### src/rtl/bsg_async_ptr_consumer_if.sv
// Consumer-side bundle of an async FIFO pointer pair: synced write pointer in,
// read handshake and gray read pointer out. Master drives the inputs, slave is the consumer.
interface bsg_async_ptr_consumer_if #(
  parameter int unsigned lg_size_p = 3
);
  logic [lg_size_p:0]   w_ptr_gray_i;
  logic                 yumi_i;
  logic                 v_o;
  logic [lg_size_p-1:0] r_addr_o;
  logic [lg_size_p:0]   r_ptr_gray_o;
  logic [lg_size_p:0]   count_o;
  logic                 err_o;

  modport master (
    output w_ptr_gray_i,
    output yumi_i,
    input  v_o,
    input  r_addr_o,
    input  r_ptr_gray_o,
    input  count_o,
    input  err_o
  );

  modport slave (
    input  w_ptr_gray_i,
    input  yumi_i,
    output v_o,
    output r_addr_o,
    output r_ptr_gray_o,
    output count_o,
    output err_o
  );
endinterface

### src/rtl/bsg_async_ptr_consumer.sv
// Read-side pointer logic of an async FIFO: occupancy, valid, read address and gray read pointer.
// Optional protocol checker enabled by defining BSG_ASYNC_PTR_CONSUMER_CHECK_EN.
module bsg_async_ptr_consumer #(
  parameter int unsigned lg_size_p = 3
) (
  input logic                    clk_i,
  input logic                    reset_i,
  bsg_async_ptr_consumer_if.slave ptr_io
);

  localparam int unsigned PtrW = lg_size_p + 1;

  logic [PtrW-1:0] w_gray_q;
  logic [PtrW-1:0] w_bin;
  logic [PtrW-1:0] r_bin_q, r_bin_d;
  logic [PtrW-1:0] r_gray_q, r_gray_d;
  logic [PtrW-1:0] count;
  logic            valid;
  logic            accept;

  // Gray to binary: each binary bit is the XOR of all gray bits at or above it.
  always_comb begin
    w_bin = '0;
    for (int i = 0; i < int'(PtrW); i++) begin
      w_bin[i] = ^(w_gray_q >> i);
    end
  end

  always_comb begin
    count    = w_bin - r_bin_q;
    valid    = (count != '0);
    accept   = ptr_io.yumi_i & valid;
    r_bin_d  = r_bin_q + {{lg_size_p{1'b0}}, accept};
    r_gray_d = r_bin_d ^ (r_bin_d >> 1);
  end

  always_ff @(posedge clk_i or posedge reset_i) begin
    if (reset_i) begin
      w_gray_q <= '0;
      r_bin_q  <= '0;
      r_gray_q <= '0;
    end else begin
      w_gray_q <= ptr_io.w_ptr_gray_i;
      r_bin_q  <= r_bin_d;
      r_gray_q <= r_gray_d;
    end
  end

`ifdef BSG_ASYNC_PTR_CONSUMER_CHECK_EN
  localparam logic [PtrW-1:0] Full = PtrW'(1) << lg_size_p;

  logic [PtrW-1:0] w_diff;
  logic            gray_jump;
  logic            err_set;
  logic            err_q;

  // A legal gray step changes zero or one bit; clearing the lowest set bit exposes any other.
  always_comb begin
    w_diff    = ptr_io.w_ptr_gray_i ^ w_gray_q;
    gray_jump = ((w_diff & (w_diff - PtrW'(1))) != '0);
    err_set   = gray_jump | (count > Full) | (ptr_io.yumi_i & ~valid);
  end

  always_ff @(posedge clk_i or posedge reset_i) begin
    if (reset_i) begin
      err_q <= 1'b0;
    end else if (err_set) begin
      err_q <= 1'b1;
    end
  end

  assign ptr_io.err_o = err_q;
`else
  assign ptr_io.err_o = 1'b0;
`endif

  assign ptr_io.v_o          = valid;
  assign ptr_io.count_o      = count;
  assign ptr_io.r_addr_o     = r_bin_q[lg_size_p-1:0];
  assign ptr_io.r_ptr_gray_o = r_gray_q;

endmodule
### src/flat_wrapper.sv
// flat-port wrapper written by rule: the top's interface ports become plain ports
module bsg_async_ptr_consumer_flat 
#(
  parameter int unsigned lg_size_p = 3
)
  (clk_i, reset_i, ptr_io_w_ptr_gray_i, ptr_io_yumi_i, ptr_io_v_o, ptr_io_r_addr_o, ptr_io_r_ptr_gray_o, ptr_io_count_o, ptr_io_err_o);
  bsg_async_ptr_consumer_if #(.lg_size_p(lg_size_p)) ptr_io_i ();
  input logic clk_i;
  input logic reset_i;
  input wire logic [$bits(ptr_io_i.w_ptr_gray_i)-1:0] ptr_io_w_ptr_gray_i;
  input wire logic [$bits(ptr_io_i.yumi_i)-1:0] ptr_io_yumi_i;
  output wire logic [$bits(ptr_io_i.v_o)-1:0] ptr_io_v_o;
  output wire logic [$bits(ptr_io_i.r_addr_o)-1:0] ptr_io_r_addr_o;
  output wire logic [$bits(ptr_io_i.r_ptr_gray_o)-1:0] ptr_io_r_ptr_gray_o;
  output wire logic [$bits(ptr_io_i.count_o)-1:0] ptr_io_count_o;
  output wire logic [$bits(ptr_io_i.err_o)-1:0] ptr_io_err_o;
  assign ptr_io_i.w_ptr_gray_i = ptr_io_w_ptr_gray_i;
  assign ptr_io_i.yumi_i = ptr_io_yumi_i;
  assign ptr_io_v_o = ptr_io_i.v_o;
  assign ptr_io_r_addr_o = ptr_io_i.r_addr_o;
  assign ptr_io_r_ptr_gray_o = ptr_io_i.r_ptr_gray_o;
  assign ptr_io_count_o = ptr_io_i.count_o;
  assign ptr_io_err_o = ptr_io_i.err_o;
  bsg_async_ptr_consumer #(.lg_size_p(lg_size_p)) u_core (.clk_i(clk_i), .reset_i(reset_i), .ptr_io(ptr_io_i));
endmodule
### config.mk
export PLATFORM = sky130hd
export DESIGN_NAME = bsg_async_ptr_consumer_flat
export DESIGN_NICKNAME = d
export VERILOG_FILES = /design/src/rtl/bsg_async_ptr_consumer_if.sv /design/src/rtl/bsg_async_ptr_consumer.sv /design/src/flat_wrapper.sv
export SDC_FILE = /design/constraint.sdc
export NUM_CORES = 1
export LEC_CHECK = 0
export ABC_AREA = 1
export CAP_MARGIN = 20
export CORE_UTILIZATION = 35
export DETAILED_ROUTE_END_ITERATION = 12
export GPL_ROUTABILITY_DRIVEN = 0
export MAX_ROUTING_LAYER = met4
export PLACE_DENSITY = 0.64
export SYNTH_ARGS = -nofsm -noshare
export SYNTH_HDL_FRONTEND = slang
export SYNTH_SLANG_ARGS = --single-unit
### constraint.sdc
create_clock -name clk_i -period 2.88 [get_ports clk_i]
set_clock_uncertainty 0.15 [all_clocks]
set_input_delay 0.576 -clock clk_i [delete_from_list [all_inputs] [get_ports clk_i]]
set_output_delay 0.576 -clock clk_i [all_outputs]
set_load 0.02 [all_outputs]
==> metrics.csv, run 1 <==
metric,value,unit
critical-path-max-stage-delay,0.54,ns
peakVddDrop,0.618,mV
post_route_cells_drive_above_1_share,0.258,
yosys.area.top_type_share,0.460,
wl_per_cell,9.47,um
place.port_buffers,18,
area_growth_syn_to_layout,46.9,%
critical_path.cell_chain,"or2_1, nand2_2, xnor2_1, ha_2, fa_2, nand2_1, nor2_1, nand3_1, buf_6",
finalHoldViolCount,0,
static-leakage-power,0.454,nW
io_pins,20,
synthTopCellsByArea,"sky130_fd_sc_hd__dfrtp_1 46%, sky130_fd_sc_hd__ha_1 10%, sky130_fd_sc_hd__nand2_1 10%",
cts_max_level,1,
core.rowCount,14,
synthCells,65,
synth_seq_area_share,0.460,
clock_pin_slew_reported_for_the_worst_setup_and_hold_paths_after_clock_tree_synthesis,0.06,ns
post_detailed_placement_half_perimeter_wirelength,808,um
critical_path_arrival,2.18,ns
num_antenna_cells,0,
critPathMaxFanout,3,
grt_pass1_wl,1790,um
cell_at_the_root_of_the_clock_tree,sky130_fd_sc_hd__clkbuf_4,
clock_tree.buffer_depth,2,
synth_area,598,sq um
firstDrtPassIters,8,
period_needed,2.91,ns
drt-vias-per-instance,4.36,
core_area,1560,sq um
timing.final.setup_violations,1,
nets_finish,107,
ys_warn_count,0,
holdBufCountCts,0,
worst_slack,-0.0264,ns
most-common-layout-cells,"14 x sky130_fd_sc_hd__inv_1, 14 x sky130_fd_sc_hd__clkdlybuf4s50_1, 12 x sky130_fd_sc_hd__nand2_1, 11 x sky130_fd_sc_hd__dfrtp_1, 8 x sky130_fd_sc_hd__buf_4",
grt.overflow.total,0,
chipHeight,43.3,um
fin_util,0.563,
drc,2,
max_clock_freq,344,MHz
critPathSlowestCell,sky130_fd_sc_hd__fa_2,
worstSetupEndpointType,primary output,
ant_nets,0,
hold_path.class,register to register,
postSynthAreaPerCell,9.20,sq um
synth_cell_type_count,14,
dr_total_vias,475,
tritoncts_num_sinks,11,
clock_tree_from_tritoncts,yes,
post-synth-top-area-cell,sky130_fd_sc_hd__dfrtp_1,
hold-worst-slack,0.409,ns
width_of_the_die,43.3,um
die_area,1880,sq um
critical_path_class,register to primary output,
timing.critical_path.from_type,register,
p_per_area,1220,nW/um^2
grt_setup_unrepaired,yes,
violations,"DRC, setup timing",
synth.ff_latch_count,11,
initial_core_util,0.384,
grt_util_all_layers,0.139,
max-cap-violations,0,
finalWirelength,1030,um
worst_skew_pair_later_pin_latency,0.26,ns
status,"finished, violations left",
final.period_utilization,1.01,
cts_buffers,3,
number_of_global_route_vias_before_repair,441,
synthesis.nets,78,
cp_data_required_time,2.15,ns
final-max-slew-violation-count,0,
grt_antenna_before_repair,0,
grt_max_degree,12,
dr.first_iter.drc_count,7,
==> synthesized netlist by cell type (all sizes together) <==
cell / number
a21oi: 1
buf: 1
conb: 1
dfrtp: 11
fa: 1
ha: 5
inv: 15
nand2: 16
nand3: 4
nor2: 1
or2: 1
xnor2: 4
xor2: 4
==> worst max-delay path, delay by kind of cell, from the launching register on <==
family | cells | cell delay [ns]
XOR/XNOR | 1 | 0.08
buffers and inverters | 1 | 0.15
AND/OR/NAND/NOR | 5 | 0.59
adder cells (fa/ha/maj) | 2 | 0.74
flip-flops | 1 | 0.37
==> through the flow <==
step / total power [W] / area (sq um) / TNS, ns / std cells / worst slack, ns
finish: 0.00107 / 878 / -0.0264 / 109 / -0.0264
global route: 0.00116 / 878 / -0.534 / 109 / -0.180
CTS: 0.00101 / 845 / -0.0499 / 107 / -0.0499
detailed placement: 0.000942 / 828 / -0.315 / 103 / -0.176
global placement: 0.000931 / 828 / -0.255 / 103 / -0.147
floorplan: 0.000649 / 598 / 0 / 65 / 0.0124
==> state kept, by name, indices dropped and copies added, names as in the netlist <==
| register | cells |
|---|---|
| u_core.ptr_io.r_ptr_gray_o | 3 |
| u_core.r_bin_q | 4 |
| u_core.w_gray_q | 4 |
==> routing by layer <==
metal  track usage  vias to the layer above  share of wire
met5             -                        -              0
met4        0.0938                        0          0.030
met3        0.0375                        4          0.047
met2         0.203                       15           0.45
met1         0.169                      212           0.47
li1              -                      244              -
==> area by class of cell <==
type | count | area [sq um]
Fill cell | 137 | 681
Clock buffer | 4 | 26.3
Sequential cell | 11 | 275
Timing Repair Buffer | 25 | 221
Tap cell | 16 | 20.0
Inverter | 15 | 56.3
Multi-Input combinational cell | 38 | 279
==> logic make-up after synthesis <==
kind of cell | Yosys count | synth area share
buffers and inverters | 16 | 0.107
AND/OR/NAND/NOR | 22 | 0.151
AO/OA/AOI/OAI | 1 | 0.00836
XOR/XNOR | 8 | 0.130
adder cells (fa/ha/maj) | 6 | 0.138
other | 1 | 0.00627
flip-flops | 11 | 0.460
==> power breakdown <==
group / switching, W / internal (W)
Sequential: 0.0000510 / 0.000213
Combinational: 0.000366 / 0.000339
Clock: 0.0000460 / 0.0000535
Total: 0.000463 / 0.000606
==> path summary, 6_finish.rpt <==
path	startpoint	end	slack, ns	depth (start not counted)
worst min register to register	u_core.r_bin_q[3]	u_core.ptr_io.r_ptr_gray_o[2]	0.41	1
worst max register to register	u_core.w_gray_q[2]	u_core.ptr_io.r_ptr_gray_o[0]	0.06	14
worst max-delay path	u_core.w_gray_q[2]	ptr_io_v_o	-0.03	9
min in group asynchronous	reset_i	u_core.w_gray_q[1]	0.44	2
max in group asynchronous	reset_i	u_core.ptr_io.r_ptr_gray_o[2]	1.86	2
worst min-delay path	u_core.r_bin_q[3]	u_core.ptr_io.r_ptr_gray_o[2]	0.41	1
==> timing repair <==
action	4_1_cts	5_1_grt
endpoints found under the setup margin	6	10
resized for setup	11	16
pin swaps	0	6
buffers inserted	0	2
Power figures use the tool's default switching activity.
==> run 2, diff against run 1 <==
--- a/config.mk
+++ b/config.mk
@@ -12,6 +12,7 @@
 export GPL_ROUTABILITY_DRIVEN = 0
 export MAX_ROUTING_LAYER = met4
 export PLACE_DENSITY = 0.64
+export SKIP_CTS_REPAIR_TIMING = 1
 export SYNTH_ARGS = -nofsm -noshare
 export SYNTH_HDL_FRONTEND = slang
 export SYNTH_SLANG_ARGS = --single-unit
==> run 2 against run 1 <==
Net effect:
- the flow still finishes with violations (DRC, setup timing)
- critical endpoint unchanged
- global-route usage decreased by 0.27 points
- maximum frequency increased by 0.18%
- core utilization increased by 0.32 points
- first-iteration DRC count unchanged
==> metrics.csv, run 2 (same netlist as run 1, synthesis figures left out) <==
metric,value,unit,change
die_area,1880,sq um,unchanged
worst_slack,-0.0212,ns,+0.00516 ns
finalWirelength,1040,um,+0.29%
seqCellArea,275,sq um,unchanged
peakVddDrop,0.624,mV,+0.95%
post_detailed_placement_half_perimeter_wirelength,808,um,unchanged
drc,2,,unchanged
firstDrtPassIters,8,,unchanged
critPathMaxFanout,3,,unchanged
drt-vias-per-instance,4.41,,+1.3%
wl_per_cell,9.50,um,+0.29%
cell_at_the_root_of_the_clock_tree,sky130_fd_sc_hd__clkbuf_4,,
width_of_the_die,43.3,um,unchanged
cts_max_level,1,,unchanged
ant_nets,0,,unchanged
grt_pass1_wl,1750,um,-2.3%
max-cap-violations,0,,unchanged
num_antenna_cells,0,,unchanged
clock_tree.buffer_depth,2,,unchanged
hold_path.class,register to register,,
worst_skew_pair_later_pin_latency,0.26,ns,about the same
nets_finish,107,,unchanged
io_pins,20,,unchanged
initial_core_util,0.384,,unchanged
final-max-slew-violation-count,0,,unchanged
critical_path_arrival,2.18,ns,about the same
dr_total_vias,481,,+1.3%
timing.critical_path.from_type,register,,
fillCellCount,137,,unchanged
area_growth_syn_to_layout,47.7,%,
tritoncts_num_sinks,11,,unchanged
fin_tns_setup,-0.0212,ns,+0.00516 ns
grt.overflow.total,0,,unchanged
number_of_global_route_vias_before_repair,440,,-0.23%
core_area,1560,sq um,unchanged
period_needed,2.90,ns,-0.00516 ns
finalHoldViolCount,0,,unchanged
design_power_total,0.00107,W,+0.52%
clock_tree_from_tritoncts,yes,,
grt_antenna_before_repair,0,,unchanged
status,"finished, violations left",,
worstSetupEndpointType,primary output,,
critical_path_class,register to primary output,,
violations,"DRC, setup timing",,
max_clock_freq,345,MHz,+0.18%
grt_setup_unrepaired,yes,,
most-common-layout-cells,"14 x sky130_fd_sc_hd__inv_1, 14 x sky130_fd_sc_hd__clkdlybuf4s50_1, 12 x sky130_fd_sc_hd__nand2_1, 11 x sky130_fd_sc_hd__dfrtp_1, 8 x sky130_fd_sc_hd__buf_4",,
timing.final.setup_violations,1,,unchanged
post_route_cells_drive_above_1_share,0.269,,+0.0108
final.period_utilization,1.01,,-0.00179
clock_pin_slew_reported_for_the_worst_setup_and_hold_paths_after_clock_tree_synthesis,0.06,ns,about the same
cts_buffers,3,,unchanged
static-leakage-power,0.455,nW,+0.13%
place.port_buffers,18,,unchanged
core.rowCount,14,,unchanged
multiInputGateArea,284,sq um,+1.8%
grt_max_degree,12,,unchanged
dr.first_iter.drc_count,7,,unchanged
grt_util_all_layers,0.137,,-0.00273
cp_data_required_time,2.15,ns,about the same
p_per_area,1220,nW/um^2,about the same
r2r_slack,0.07,ns,about the same
chipHeight,43.3,um,unchanged
-- run 2: final cells by class --
type / count / area share
clock buffers: 4 / 0.0297
inverters: 15 / 0.0637
multi-input cells: 38 / 0.322
flip-flops and latches: 11 / 0.312
well taps: 16 / 0.0227
repair buffers: 25 / 0.251
-- run 2: path summary, 6_finish.rpt --
path / to / depth (start not counted) / from
worst max-delay path: ptr_io_v_o / 9 / u_core.w_gray_q[2]
min in group asynchronous: u_core.w_gray_q[1] / 2 / reset_i
worst min-delay path: u_core.ptr_io.r_ptr_gray_o[2] / 1 / u_core.r_bin_q[3]
worst max register to register: u_core.ptr_io.r_ptr_gray_o[0] / 14 / u_core.w_gray_q[2]
worst min register to register: u_core.ptr_io.r_ptr_gray_o[2] / 1 / u_core.r_bin_q[3]
max in group asynchronous: u_core.ptr_io.r_ptr_gray_o[2] / 2 / reset_i
-- run 2: power breakdown --
group          total [W]  internal, W  switching [W]
clock network  0.0000995    0.0000535      0.0000460
logic           0.000708     0.000341       0.000367
registers       0.000267     0.000213      0.0000538
-- run 2: critical path: stages, from the launching register on --
cell	delay, ns
sky130_fd_sc_hd__dfrtp_1	0.37
sky130_fd_sc_hd__or2_1	0.24
sky130_fd_sc_hd__nand2_2	0.10
sky130_fd_sc_hd__xnor2_1	0.08
sky130_fd_sc_hd__ha_2	0.20
sky130_fd_sc_hd__fa_2	0.54
sky130_fd_sc_hd__nand2_1	0.05
sky130_fd_sc_hd__nor2_1	0.08
sky130_fd_sc_hd__nand3_1	0.11
sky130_fd_sc_hd__buf_6	0.15
-- run 2: routing by layer --
layer | track usage | part of all wire
met1 | 0.161 | 0.47
met2 | 0.203 | 0.46
met3 | 0.0375 | 0.047
met4 | 0.0938 | 0.030
met5 | - | 0
-- run 2: stage by stage --
stage          worst slack [ns]  instance area [sq um]  cells   util  hold WS, ns
2_1_floorplan            0.0124                    598     65      -        0.278
3_3_place_gp             -0.147                    828    103  0.531        0.371
3_5_place_dp             -0.176                    828    103  0.531        0.382
4_1_cts                  -0.466                    855    107  0.548        0.420
5_1_grt                  -0.175                    883    109  0.567        0.439
6_report                -0.0212                    883    109  0.567        0.408
==> run 3, diff against run 2 <==
--- a/config.mk
+++ b/config.mk
@@ -11,7 +11,6 @@
 export DETAILED_ROUTE_END_ITERATION = 12
 export GPL_ROUTABILITY_DRIVEN = 0
 export MAX_ROUTING_LAYER = met4
-export PLACE_DENSITY = 0.64
 export SKIP_CTS_REPAIR_TIMING = 1
 export SYNTH_ARGS = -nofsm -noshare
 export SYNTH_HDL_FRONTEND = slang
==> run 3 against run 2 <==
Net effect:
- the flow finishes with violations (DRC)
- wire length down 4.4%
- sequential power down 1%
- critical path depth up 1
- power shrank 1.6%
- register-to-register slack improved by 0.03 ns
- core utilization rose by 0.40 points
- clock power grew 0.4%
- clock-buffer cell count did not move
- worst setup slack better by 0.031 ns
- first-iteration DRC count decreased by 57%
- maximum frequency up 1.1%
- critical path type unchanged
- largest cell class unchanged
==> metrics.csv, run 3 (same netlist as run 1, synthesis figures left out) <==
metric,value,unit,change
cell_at_the_root_of_the_clock_tree,sky130_fd_sc_hd__clkbuf_4,,
hold_path.startpoint,u_core.r_bin_q[3],,
critical-path-max-stage-delay,0.38,ns,-0.16 ns
dr_total_vias,456,,-5.2%
finalNonFillerCells,107,,-1.8%
initial_core_util,0.384,,unchanged
area_growth_syn_to_layout,48.7,%,
critical_path.cell_chain,"or2_1, nand2_2, xnor2_1, ha_2, fa_1, nand2_1, nand2_1, nor2_2, nand3_2, clkbuf_2",,
design_power_total,0.00106,W,-1.6%
static-leakage-power,0.476,nW,+4.6%
die_area,1880,sq um,unchanged
nets_finish,105,,-1.9%
finalHoldViolCount,0,,unchanged
max-cap-violations,0,,unchanged
numPlacedInstances,103,,unchanged
finalWirelength,989,um,-4.4%
reg2reg_to,u_core.ptr_io.r_ptr_gray_o[0],,
cts_max_level,1,,unchanged
grt_max_degree,12,,unchanged
wl_per_cell,9.24,um,-2.7%
drt-vias-per-instance,4.26,,-3.4%
post_detailed_placement_half_perimeter_wirelength,802,um,-0.77%
final.period_utilization,0.997,,-0.0106
layout_commonest_cell,sky130_fd_sc_hd__inv_1,,
critical_path_class,register to primary output,,
chipHeight,43.3,um,unchanged
period_needed,2.87,ns,-0.0306 ns
whs_path_depth,1,,unchanged
grt_antenna_before_repair,0,,unchanged
final-max-slew-violation-count,0,,unchanged
max_clock_freq,348,MHz,+1.1%
timing.critical_path.from_type,register,,
core.rowCount,14,,unchanged
worstSetupEndpointType,primary output,,
core_area,1560,sq um,unchanged
hold-worst-slack,0.391,ns,-0.0168 ns
clock_tree.buffer_depth,2,,unchanged
critPathSlowestCell,sky130_fd_sc_hd__dfrtp_1,,
cp_data_required_time,2.15,ns,about the same
tritoncts_num_sinks,11,,unchanged
num_antenna_cells,0,,unchanged
ant_nets,0,,unchanged
grt_setup_unrepaired,yes,,
critical_path_arrival,2.14,ns,-0.04 ns
crit_path_frequent_cell,sky130_fd_sc_hd__nand2_1,,
worst_skew_pair_later_pin_latency,0.26,ns,about the same
timing.final.setup_violations,0,,-1
reg2regPathDepth,15,,+1
peakVddDrop,0.516,mV,-17%
grt_pass1_wl,1730,um,-1.5%
dr.first_iter.drc_count,3,,-4
clock_tree_from_tritoncts,yes,,
r2r_start,u_core.w_gray_q[3],,
cts_buffers,3,,unchanged
r2r_slack,0.10,ns,+0.03 ns
fillCellCount,146,,+6.6%
most-common-layout-cells,"15 x sky130_fd_sc_hd__inv_1, 13 x sky130_fd_sc_hd__nand2_1, 13 x sky130_fd_sc_hd__clkdlybuf4s50_1, 11 x sky130_fd_sc_hd__dfrtp_1, 6 x sky130_fd_sc_hd__buf_4",,
number_of_global_route_vias_before_repair,418,,-5.0%
grt_util_all_layers,0.135,,-0.00141
violations,DRC,,
place.port_buffers,18,,unchanged
status,"finished, violations left",,
clock_pin_slew_reported_for_the_worst_setup_and_hold_paths_after_clock_tree_synthesis,0.06,ns,about the same
placement.setup.worst_slack,-0.180,ns,-0.00413 ns
worst_slack,0.00945,ns,+0.0306 ns
p_per_area,1190,nW/um^2,-2.3%
grt.overflow.total,0,,unchanged
post_route_cells_drive_above_1_share,0.242,,-0.0271
hold_end,u_core.ptr_io.r_ptr_gray_o[2],,
critPathMaxFanout,3,,unchanged
firstDrtPassIters,7,,-1
width_of_the_die,43.3,um,unchanged
hold_path.class,register to register,,
drc,2,,unchanged
io_pins,20,,unchanged
fin_util,0.571,,+0.00401
==> run 3: cell count changes in the layout (fill, tap and decap cells not counted), moves of 2 or more <==
cell                             previous run  this run
sky130_fd_sc_hd__xnor2_2                    0         2
sky130_fd_sc_hd__dlymetal6s2s_1             0         2
sky130_fd_sc_hd__xnor2_1                    4         2
sky130_fd_sc_hd__buf_4                      8         6
sky130_fd_sc_hd__nand2_2                    4         2
==> run 3: worst max path at each step <==
stage	startpoint	depth (start not counted)	endpoint
6_report	u_core.w_gray_q[3]	10	ptr_io_v_o
5_1_grt	u_core.w_gray_q[3]	9	ptr_io_v_o
4_1_cts	u_core.w_gray_q[3]	9	ptr_io_v_o
3_5_place_dp	u_core.w_gray_q[3]	9	ptr_io_v_o
3_3_place_gp	u_core.w_gray_q[3]	9	ptr_io_v_o
2_1_floorplan	u_core.w_gray_q[3]	14	u_core.ptr_io.r_ptr_gray_o[0]
==> run 3: critical path, delay by kind of cell, from the launching register on <==
| family | cells | cell delay (ns) |
|---|---|---|
| AND/OR/NAND/NOR | 6 | 0.69 |
| adder cells (fa/ha/maj) | 2 | 0.57 |
| flip-flops | 1 | 0.38 |
| buffers and inverters | 1 | 0.16 |
| XOR/XNOR | 1 | 0.08 |
==> run 3: layout make-up <==
class | instances | area [sq um] | share of cell area
inverters | 15 | 56.3 | 0.0633
multi-input cells | 38 | 302 | 0.339
repair buffers | 23 | 210 | 0.236
flip-flops and latches | 11 | 275 | 0.309
well taps | 16 | 20.0 | 0.0225
clock buffers | 4 | 26.3 | 0.0295
==> run 3: metrics by stage <==
stage	area, sq um	TNS (ns)
after floorplan	598	0
after global placement	828	-0.222
after detailed placement	828	-0.286
after CTS	855	-1.41
after global routing	890	-0.247
final	890	0
==> run 3: routing by layer <==
metal | global-route usage | part of all wire
met5 | - | 0
met4 | 0.131 | 0.039
met3 | 0.0167 | 0.051
met2 | 0.191 | 0.46
met1 | 0.164 | 0.45
==> run 3: power by group <==
part           leakage (nW)  switching [W]  internal, W
Combinational         0.333       0.000370     0.000324
Clock                0.0150      0.0000463    0.0000536
Sequential            0.128      0.0000497     0.000213
Total                 0.476       0.000466     0.000591
